File: config.mk
export PLATFORM = sky130hd
export DESIGN_NAME = dff_pipe
export DESIGN_NICKNAME = d
export VERILOG_FILES = /design/src/rtl/dff_pkg.sv /design/src/rtl/dff_pipe_stage.sv /design/src/rtl/dff_pipe.sv
export SDC_FILE = /design/constraint.sdc
export NUM_CORES = 1
export LEC_CHECK = 0
export CAP_MARGIN = 0
export CORE_AREA = 10 10 74 51
export DETAILED_ROUTE_END_ITERATION = 10
export DIE_AREA = 0 0 84 61
export MAX_ROUTING_LAYER = met4
export PLACE_DENSITY = 0.84
export SYNTH_ARGS = -nofsm -noshare
export SYNTH_HDL_FRONTEND = slang
export SYNTH_HIERARCHICAL = 1
export SYNTH_SLANG_ARGS = --single-unit
File: constraint.sdc
create_clock -name clk_i -period 3.3 [get_ports clk_i]
set_input_delay 0.66 -clock clk_i [delete_from_list [all_inputs] [get_ports clk_i]]
set_output_delay 0.66 -clock clk_i [all_outputs]
set_load 0.02 [all_outputs]
File: src/rtl/dff_pkg.sv
// rtl/dff_pkg.sv - shared constants and helpers for the dff_pipe register pipeline
// Parity helper is used only when DFF_PIPE_PARITY_EN is defined.
package dff_pkg;

  localparam logic DEF_RESET_BIT = 1'b0;
  localparam logic DEF_SET_BIT   = 1'b1;

  // Data is zero-extended to this width before parity; zeros do not change parity.
  localparam int PARITY_MAX_W = 256;

  function automatic int occ_width(input int depth);
    return $clog2(depth + 1);
  endfunction

  function automatic logic even_parity(input logic [PARITY_MAX_W-1:0] data);
    return ^data;
  endfunction

endpackage

File: src/rtl/dff_pipe_stage.sv
// rtl/dff_pipe_stage.sv - one pipeline stage: data + valid register with clear/set/enable
// Carries an extra even-parity bit when DFF_PIPE_PARITY_EN is defined.
module dff_pipe_stage
  import dff_pkg::*;
#(
  parameter int               WIDTH     = 8,
  parameter logic [WIDTH-1:0] RESET_VAL = '0,
  parameter logic [WIDTH-1:0] SET_VAL   = '1
) (
  input  logic             clk_i,
  input  logic             rst_n_i,
  input  logic             clr_i,
  input  logic             set_i,
  input  logic             en_i,
  input  logic [WIDTH-1:0] d_i,
  input  logic             valid_i,
`ifdef DFF_PIPE_PARITY_EN
  input  logic             par_i,
  output logic             par_o,
`endif
  output logic [WIDTH-1:0] q_o,
  output logic             valid_o
);

  logic [WIDTH-1:0] data_q;
  logic             valid_q;

  always_ff @(posedge clk_i or negedge rst_n_i) begin
    if (!rst_n_i) begin
      data_q  <= RESET_VAL;
      valid_q <= 1'b0;
    end else if (clr_i) begin
      data_q  <= RESET_VAL;
      valid_q <= 1'b0;
    end else if (set_i) begin
      data_q  <= SET_VAL;
      valid_q <= 1'b1;
    end else if (en_i) begin
      data_q  <= d_i;
      valid_q <= valid_i;
    end
  end

  assign q_o     = data_q;
  assign valid_o = valid_q;

`ifdef DFF_PIPE_PARITY_EN
  localparam logic PAR_RESET = even_parity(PARITY_MAX_W'(RESET_VAL));
  localparam logic PAR_SET   = even_parity(PARITY_MAX_W'(SET_VAL));

  logic par_q;

  always_ff @(posedge clk_i or negedge rst_n_i) begin
    if (!rst_n_i) begin
      par_q <= PAR_RESET;
    end else if (clr_i) begin
      par_q <= PAR_RESET;
    end else if (set_i) begin
      par_q <= PAR_SET;
    end else if (en_i) begin
      par_q <= par_i;
    end
  end

  assign par_o = par_q;
`endif

endmodule

File: src/rtl/dff_pipe.sv
// rtl/dff_pipe.sv - DEPTH-stage enabled register pipeline with valid tracking and occupancy
// Optional stored parity and sticky parity_err_o when DFF_PIPE_PARITY_EN is defined.
module dff_pipe
  import dff_pkg::*;
#(
  parameter int               WIDTH     = 8,
  parameter int               DEPTH     = 3,
  parameter logic [WIDTH-1:0] RESET_VAL = {WIDTH{DEF_RESET_BIT}},
  parameter logic [WIDTH-1:0] SET_VAL   = {WIDTH{DEF_SET_BIT}}
) (
  input  logic                         clk_i,
  input  logic                         rst_n_i,
  input  logic                         clr_i,
  input  logic                         set_i,
  input  logic                         en_i,
  input  logic                         valid_i,
  input  logic [WIDTH-1:0]             d_i,
  output logic [WIDTH-1:0]             q_o,
  output logic                         valid_o,
`ifdef DFF_PIPE_PARITY_EN
  output logic                         parity_err_o,
`endif
  output logic [occ_width(DEPTH)-1:0]  occ_o
);

  localparam int               OCC_W    = occ_width(DEPTH);
  localparam logic [OCC_W-1:0] OCC_FULL = OCC_W'(DEPTH);

  logic [WIDTH-1:0] data [DEPTH];
  logic [DEPTH-1:0] valid;
`ifdef DFF_PIPE_PARITY_EN
  logic [DEPTH-1:0] par;
`endif

  for (genvar k = 0; k < DEPTH; k++) begin : g_stage
    logic [WIDTH-1:0] d_in;
    logic             v_in;
`ifdef DFF_PIPE_PARITY_EN
    logic             p_in;
`endif
    if (k == 0) begin : g_head
      assign d_in = d_i;
      assign v_in = valid_i;
`ifdef DFF_PIPE_PARITY_EN
      assign p_in = even_parity(PARITY_MAX_W'(d_i));
`endif
    end else begin : g_link
      assign d_in = data[k-1];
      assign v_in = valid[k-1];
`ifdef DFF_PIPE_PARITY_EN
      assign p_in = par[k-1];
`endif
    end

    dff_pipe_stage #(
      .WIDTH     (WIDTH),
      .RESET_VAL (RESET_VAL),
      .SET_VAL   (SET_VAL)
    ) u_stage (
      .clk_i   (clk_i),
      .rst_n_i (rst_n_i),
      .clr_i   (clr_i),
      .set_i   (set_i),
      .en_i    (en_i),
      .d_i     (d_in),
      .valid_i (v_in),
`ifdef DFF_PIPE_PARITY_EN
      .par_i   (p_in),
      .par_o   (par[k]),
`endif
      .q_o     (data[k]),
      .valid_o (valid[k])
    );
  end

  assign q_o     = data[DEPTH-1];
  assign valid_o = valid[DEPTH-1];

  // Occupancy tracks the valid entering minus the valid falling off the end.
  always_ff @(posedge clk_i or negedge rst_n_i) begin
    if (!rst_n_i) begin
      occ_o <= '0;
    end else if (clr_i) begin
      occ_o <= '0;
    end else if (set_i) begin
      occ_o <= OCC_FULL;
    end else if (en_i) begin
      case ({valid_i, valid[DEPTH-1]})
        2'b10:   occ_o <= occ_o + OCC_W'(1);
        2'b01:   occ_o <= occ_o - OCC_W'(1);
        default: occ_o <= occ_o;
      endcase
    end
  end

`ifdef DFF_PIPE_PARITY_EN
  always_ff @(posedge clk_i or negedge rst_n_i) begin
    if (!rst_n_i) begin
      parity_err_o <= 1'b0;
    end else if (clr_i) begin
      parity_err_o <= 1'b0;
    end else if (par[DEPTH-1] != ^data[DEPTH-1]) begin
      parity_err_o <= 1'b1;
    end
  end
`endif

  occ_matches_valids: assert property (
    @(posedge clk_i) disable iff (!rst_n_i) occ_o == OCC_W'($countones(valid))
  );

endmodule

==> metrics.txt, run 1 <==
DRT Pass-1 Iters=4; CTS tree=yes; Max Cap Viol=0; critical path start-end classification=primary input to register; DRT iter0 DRCs=56; WL final=2.52 mm; Die H=around 60 um; Max stage delay on crit path=0.45 ns; via count=~860; PD cells=~500 nW/um^2; row count=14; synthesized area per cell=12.3 um^2; part of the cycle the worst path needs=0.621; final slew viol count=0; Setup Skew=roughly 0.00086 ns; Worst EP required=roughly 3.5 ns; CTS root buf=clkbuf_8; maximum vdd ir drop=about 250 uV; P_leak=around 0.74 nW; post-route cell area=1580 um^2; first-pass GRT wire length=4.37 mm; number of setup buffers added after CTS=0; antenna violations before repair=0; I/O Pins=25; DRC=0; critical path's slowest cell=clkdlybuf4s50_1; final-stage net count=between 100 and 150; Slew @ Worst Pin=approximately 1 ns; CP Data Arrival Time=about 2.2 ns; gpl congestion=just over 0.8; Layout Utilization=0.655; post-synthesis sequential area ratio=0.579; die width=84 um; Area growth syn-to-layout=26.3%; crit path max fanout=28; Routed WL per cell=approximately 16 um; Clk Latency, worst-skew pair=0.27 ns; Synth Register Bits=29; Yosys cell types=14; fraction of layout cells with a size suffix above 1=0.0538; CTS buffer count=5; global route hottest layer=met2; Hold/Removal Path Class=register to register; antenna fix cells=0; dpl cell area=around 1500 um^2; Sink Count=29; clock transition at the registers of the reported paths=0.06 ns; Synth Instances=around 100; fmax=488 MHz; Hold WS=a little under 0.6 ns; worst-path cell chain=clkdlybuf4s50_1, buf_4, nand2b_1, or3_1, a31oi_1; hold_buf cts=0; pin count of the biggest net entering global routing=30; Hold Vio Cnt, Final=0; antenna violation net count after detailed routing=0; global route overflow=0; Post-Syn Nets=approximately 120; area taken by multi-input logic gates=464 um^2; final setup TNS=0 ns; fillers=176; crit path capture type=register; Final min period=approximately 2.0 ns; port bufs=24; H-tree levels=2; crit path launch type=primary input; routing usage on met1=0.126; Starting Density=0.519; hpwl dp=between 1.5 and 2 mm; synthesized area=1250 um^2; status=finished clean; Total GRT Usage=0.110; Slew HR=0.334; DIE AREA=a little over 5000 um^2; GR Util met2=0.171; met3 Track Usage GR=0.0441; synth warn=6; RSZ-0062 raised after global routing=no; Setup violations, final=0; core area=2420 um^2; FF/Latch Area=about 730 um^2; number of gates resized after CTS=0; clk buf depth=2; vias in the first global route=slightly below 1000; routed vias/inst=5.30
==> cells in the mapped netlist (all sizes together) <==
library cell / n / area (um^2)
dfrtp: 29 / 726
a21oi: 28 / 140
mux2i: 27 / 270
buf: 6 / 45.0
clkinv: 3 / 11.3
inv: 2 / 7.51
a31oi: 1 / 6.26
ha: 1 / 12.5
nand2b: 1 / 6.26
o21ai: 1 / 5.00
or3: 1 / 6.26
xnor2: 1 / 8.76
xor2: 1 / 8.76
==> state kept, by name (all words and copies together) (netlist names) <==
signal	count
g_stage.u_stage/q_o	24
g_stage.u_stage/valid_o	3
occ_o	2
==> per-layer routing <==
layer	vias up	part of all wire
met3	0	0.056
met5	-	0
met4	0	0
met2	23	0.47
met1	422	0.47
li1	413	-
==> through the flow <==
stage / instances / worst slack, ns / power (W)
floorplan: 102 / 1.67 / 0.000474
global placement: 154 / 1.08 / 0.000527
finish: 162 / 1.25 / 0.000789
CTS: 162 / 1.25 / 0.000802
detailed placement: 154 / 0.973 / 0.000533
global route: 162 / 1.14 / 0.000833
==> path summary, 6_finish.rpt <==
check | startpoint | slack, ns | cells past startpoint | end
max | en_i | 1.25 | 5 | occ_o[1]
min | g_stage[0].u_stage/q_o[5] | 0.58 | 2 | g_stage[1].u_stage/q_o[5]
max reg2reg | g_stage[2].u_stage/valid_o | 1.82 | 4 | occ_o[1]
min reg2reg | g_stage[0].u_stage/q_o[5] | 0.58 | 2 | g_stage[1].u_stage/q_o[5]
max in group asynchronous | rst_n_i | 2.27 | 2 | g_stage[0].u_stage/valid_o
min in group asynchronous | rst_n_i | 0.77 | 2 | g_stage[2].u_stage/q_o[1]
==> cells by family after synthesis <==
| kind of cell | share of synthesized area |
|---|---|
| flops | 0.579 |
| mux | 0.216 |
| buf+inv | 0.0509 |
| fa+ha+maj | 0.00998 |
| compound gates | 0.121 |
| xor+xnor | 0.0140 |
| simple gates | 0.00999 |
==> area by class of cell <==
type	instances	share of cell area
inverter	5	0.0118
sequential	29	0.458
timing repair buffer	26	0.161
tap	32	0.0253
clock buffer	8	0.0506
multi-input combinational	62	0.293
==> critical path: cells and delay by family <==
kind	cells	cell delay [ns]
AOI/OAI and AO/OA	1	0.20
buffers and inverters	2	0.84
and+or+nand+nor	2	0.50
==> power by group <==
group / total, W / leakage [nW] / internal, W / switching [W]
sequential: 0.000399 / 0.361 / 0.000383 / 0.0000162
combinational: 0.000127 / 0.336 / 0.0000621 / 0.0000647
clock: 0.000263 / 0.0395 / 0.000149 / 0.000114
total: 0.000789 / 0.737 / 0.000594 / 0.000195
==> layout by cell type (no fill, tap or decap) <==
cell type	Yosys	final
nand2b_1	1	1
o21ai_0	1	1
xor2_1	1	1
clkdlybuf4s50_1	0	24
a21oi_1	28	28
clkbuf_8	0	5
clkinv_1	3	3
clkbuf_1	0	3
mux2i_1	27	27
xnor2_1	1	1
or3_1	1	1
dfrtp_1	29	29
a31oi_1	1	1
buf_4	0	2
inv_1	2	2
ha_1	1	1
Power figures use the tool's default switching activity.
==> inputs of run 2 (changes only) <==
- CORE_AREA: 10 10 74 51 -> 10 10 76 52
- DIE_AREA: 0 0 84 61 -> 0 0 86 62
- PLACE_DENSITY: 0.84 -> 0.8
- clock period: 3.3 -> 2.15 ns (I/O delays scaled with it)
==> run 2 against run 1 <==
Global-route usage rose by 0.60 points. Clock power rose by 57%. Non-clock buffer count rose by 2. Critical path type is now register to primary output.
==> metrics.txt, run 2 (same netlist as run 1, synthesis figures left out) <==
fillers=226 (was 176); most frequent cells in the layout=dfrtp_1, a21oi_1, mux2i_1 (unchanged); port bufs=24 (unchanged); Clk network pwr share=0.337 (was 0.334); number of gates resized after CTS=0 (unchanged); clk buf depth=2 (unchanged); I/O Pins=25 (unchanged); Max Cap Viol=0 (unchanged); final slew viol count=0 (unchanged); Comb power frac=0.162 (was 0.161); Starting Density=0.467 (was 0.519); WL final=2.73 mm (was 2.52 mm); Worst EP required=1.72 ns (was 3.46 ns); die width=86 um (was 84 um); Hold/Removal Path Class=primary input to async pin (was register to register); dpl cell area=1520 um^2 (was 1500 um^2); gpl congestion=0.823 (was 0.817); crit path launch type=register (was primary input); Slew HR=0.760 (was 0.334); Placed Cells=158 (was 154); Die H=62 um (was 61 um); status=finished clean (unchanged); hpwl dp=1.91 mm (was 1.82 mm); first-pass GRT wire length=4.63 mm (was 4.37 mm); internal power=0.000913 W (was 0.000594 W); Setup Skew=0.00341 ns (was 0.000855 ns); core area=2680 um^2 (was 2420 um^2); most common cell after layout, fill and taps aside=dfrtp_1 (unchanged); DRT Pass-1 Iters=4 (unchanged); Sink Count=29 (unchanged); row count=15 (was 14); DRC=0 (unchanged); max FFs per register=24 (unchanged); Final min period=1.74 ns; fraction of layout cells with a size suffix above 1=0.0682 (was 0.0538); antenna violations before repair=0 (unchanged); RSZ-0062 raised after global routing=no (unchanged); CTS tree=yes (unchanged); DIE AREA=5330 um^2 (was 5120 um^2); FF/Latch Area=726 um^2 (unchanged); Slew @ Worst Pin=0.361 ns (was 0.995 ns); global route overflow=0 (unchanged); worst-path cell chain=clkdlybuf4s50_1 (was clkdlybuf4s50_1, buf_4, nand2b_1, or3_1, a31oi_1); vias in the first global route=1000 (was 962); Total GRT Usage=0.116 (was 0.110); Setup violations, final=0 (unchanged); CTS buffer count=5 (unchanged); critical path start-end classification=register to primary output (was primary input to register); total power=0.00122 W (was 0.000789 W); Sw Ratio=0.254 (was 0.247); Max stage delay on crit path=0.63 ns (was 0.45 ns); crit path capture type=primary output (was register); antenna fix cells=0 (unchanged); fmax=575 MHz; maximum vdd ir drop=487 uV (was 248 uV); switching power=0.000310 W (was 0.000195 W); critical path's top delay family=buffers and inverters (unchanged); final setup TNS=0 ns (unchanged); CP Data Arrival Time=1.31 ns (was 2.21 ns); hold_buf cts=0 (unchanged); Hold Vio Cnt, Final=0 (unchanged); Clk Latency, worst-skew pair=0.27 ns (about the same); post-route cell area=1600 um^2 (was 1580 um^2); routed vias/inst=5.32 (was 5.30); fin cells=166 (was 162); number of setup buffers added after CTS=0 (unchanged); part of the cycle the worst path needs=0.809; CP bufs+invs=1 (was 2); Routed WL per cell=16.5 um (was 15.5 um); antenna violation net count after detailed routing=0 (unchanged); clock transition at the registers of the reported paths=0.06 ns (about the same); DRT iter0 DRCs=82 (was 56); H-tree levels=2 (unchanged); area taken by multi-input logic gates=464 um^2 (unchanged); PD cells=764 nW/um^2 (was 498 nW/um^2); via count=883 (was 858); crit path max fanout=3 (was 28); Flop pwr share=0.501 (was 0.506); final-stage net count=146 (was 144); P_leak=0.746 nW (was 0.737 nW); pin count of the biggest net entering global routing=30 (unchanged); CTS root buf=clkbuf_8 (unchanged); critical path's slowest cell=clkdlybuf4s50_1 (unchanged); Area growth syn-to-layout=27.7% (was 26.3%)
## run 2: cell count changes in the layout (fill, tap and decap cells not counted), sizes merged
cell  previous run  this run
buf              2         4
## run 2: layout make-up
cell class	count	area share
sequential	29	0.453
multi-input combinational	62	0.290
timing repair buffer	28	0.169
clock buffer	8	0.0500
tap	34	0.0266
inverter	5	0.0117
## run 2: power groups by stage
| stage | Sequential, W | Clock, W | Combinational [W] |
|---|---|---|---|
| floorplan | 0.000636 | 0 | 0.0000914 |
| global placement | 0.000620 | 0 | 0.000192 |
| detailed placement | 0.000623 | 0 | 0.000199 |
| CTS | 0.000614 | 0.000425 | 0.000201 |
| global route | 0.000617 | 0.000450 | 0.000218 |
| finish | 0.000613 | 0.000413 | 0.000198 |
## run 2: path summary, 6_finish.rpt
path / to / start / slack (ns) / cells past startpoint
max: occ_o[0] / occ_o[0] / 0.41 / 1
max reg2reg: occ_o[1] / g_stage[2].u_stage/valid_o / 0.73 / 4
min: occ_o[0] / rst_n_i / 0.55 / 2
min in group clk_i: g_stage[0].u_stage/q_o[3] / g_stage[0].u_stage/q_o[3] / 0.58 / 2
max in group asynchronous: g_stage[0].u_stage/q_o[3] / rst_n_i / 1.34 / 2
min reg2reg: g_stage[0].u_stage/q_o[3] / g_stage[0].u_stage/q_o[3] / 0.58 / 2
## run 2: per-stage QoR
stage | setup slack (ns) | hold WS, ns | utilization
finish | 0.411 | 0.546 | 0.597
floorplan | 0.731 | 0.134 | -
detailed placement | 0.153 | 0.569 | 0.567
global placement | 0.223 | 0.562 | 0.567
CTS | 0.393 | 0.558 | 0.597
global route | 0.346 | 0.584 | 0.597
## run 2: metal layers
metal	part of all wire	GRT usage	vias to the layer above
met2	0.47	0.190	22
met3	0.071	0.0482	2
met1	0.45	0.123	439
li1	-	-	420
met4	0.0092	0.0491	0
met5	0	-	-
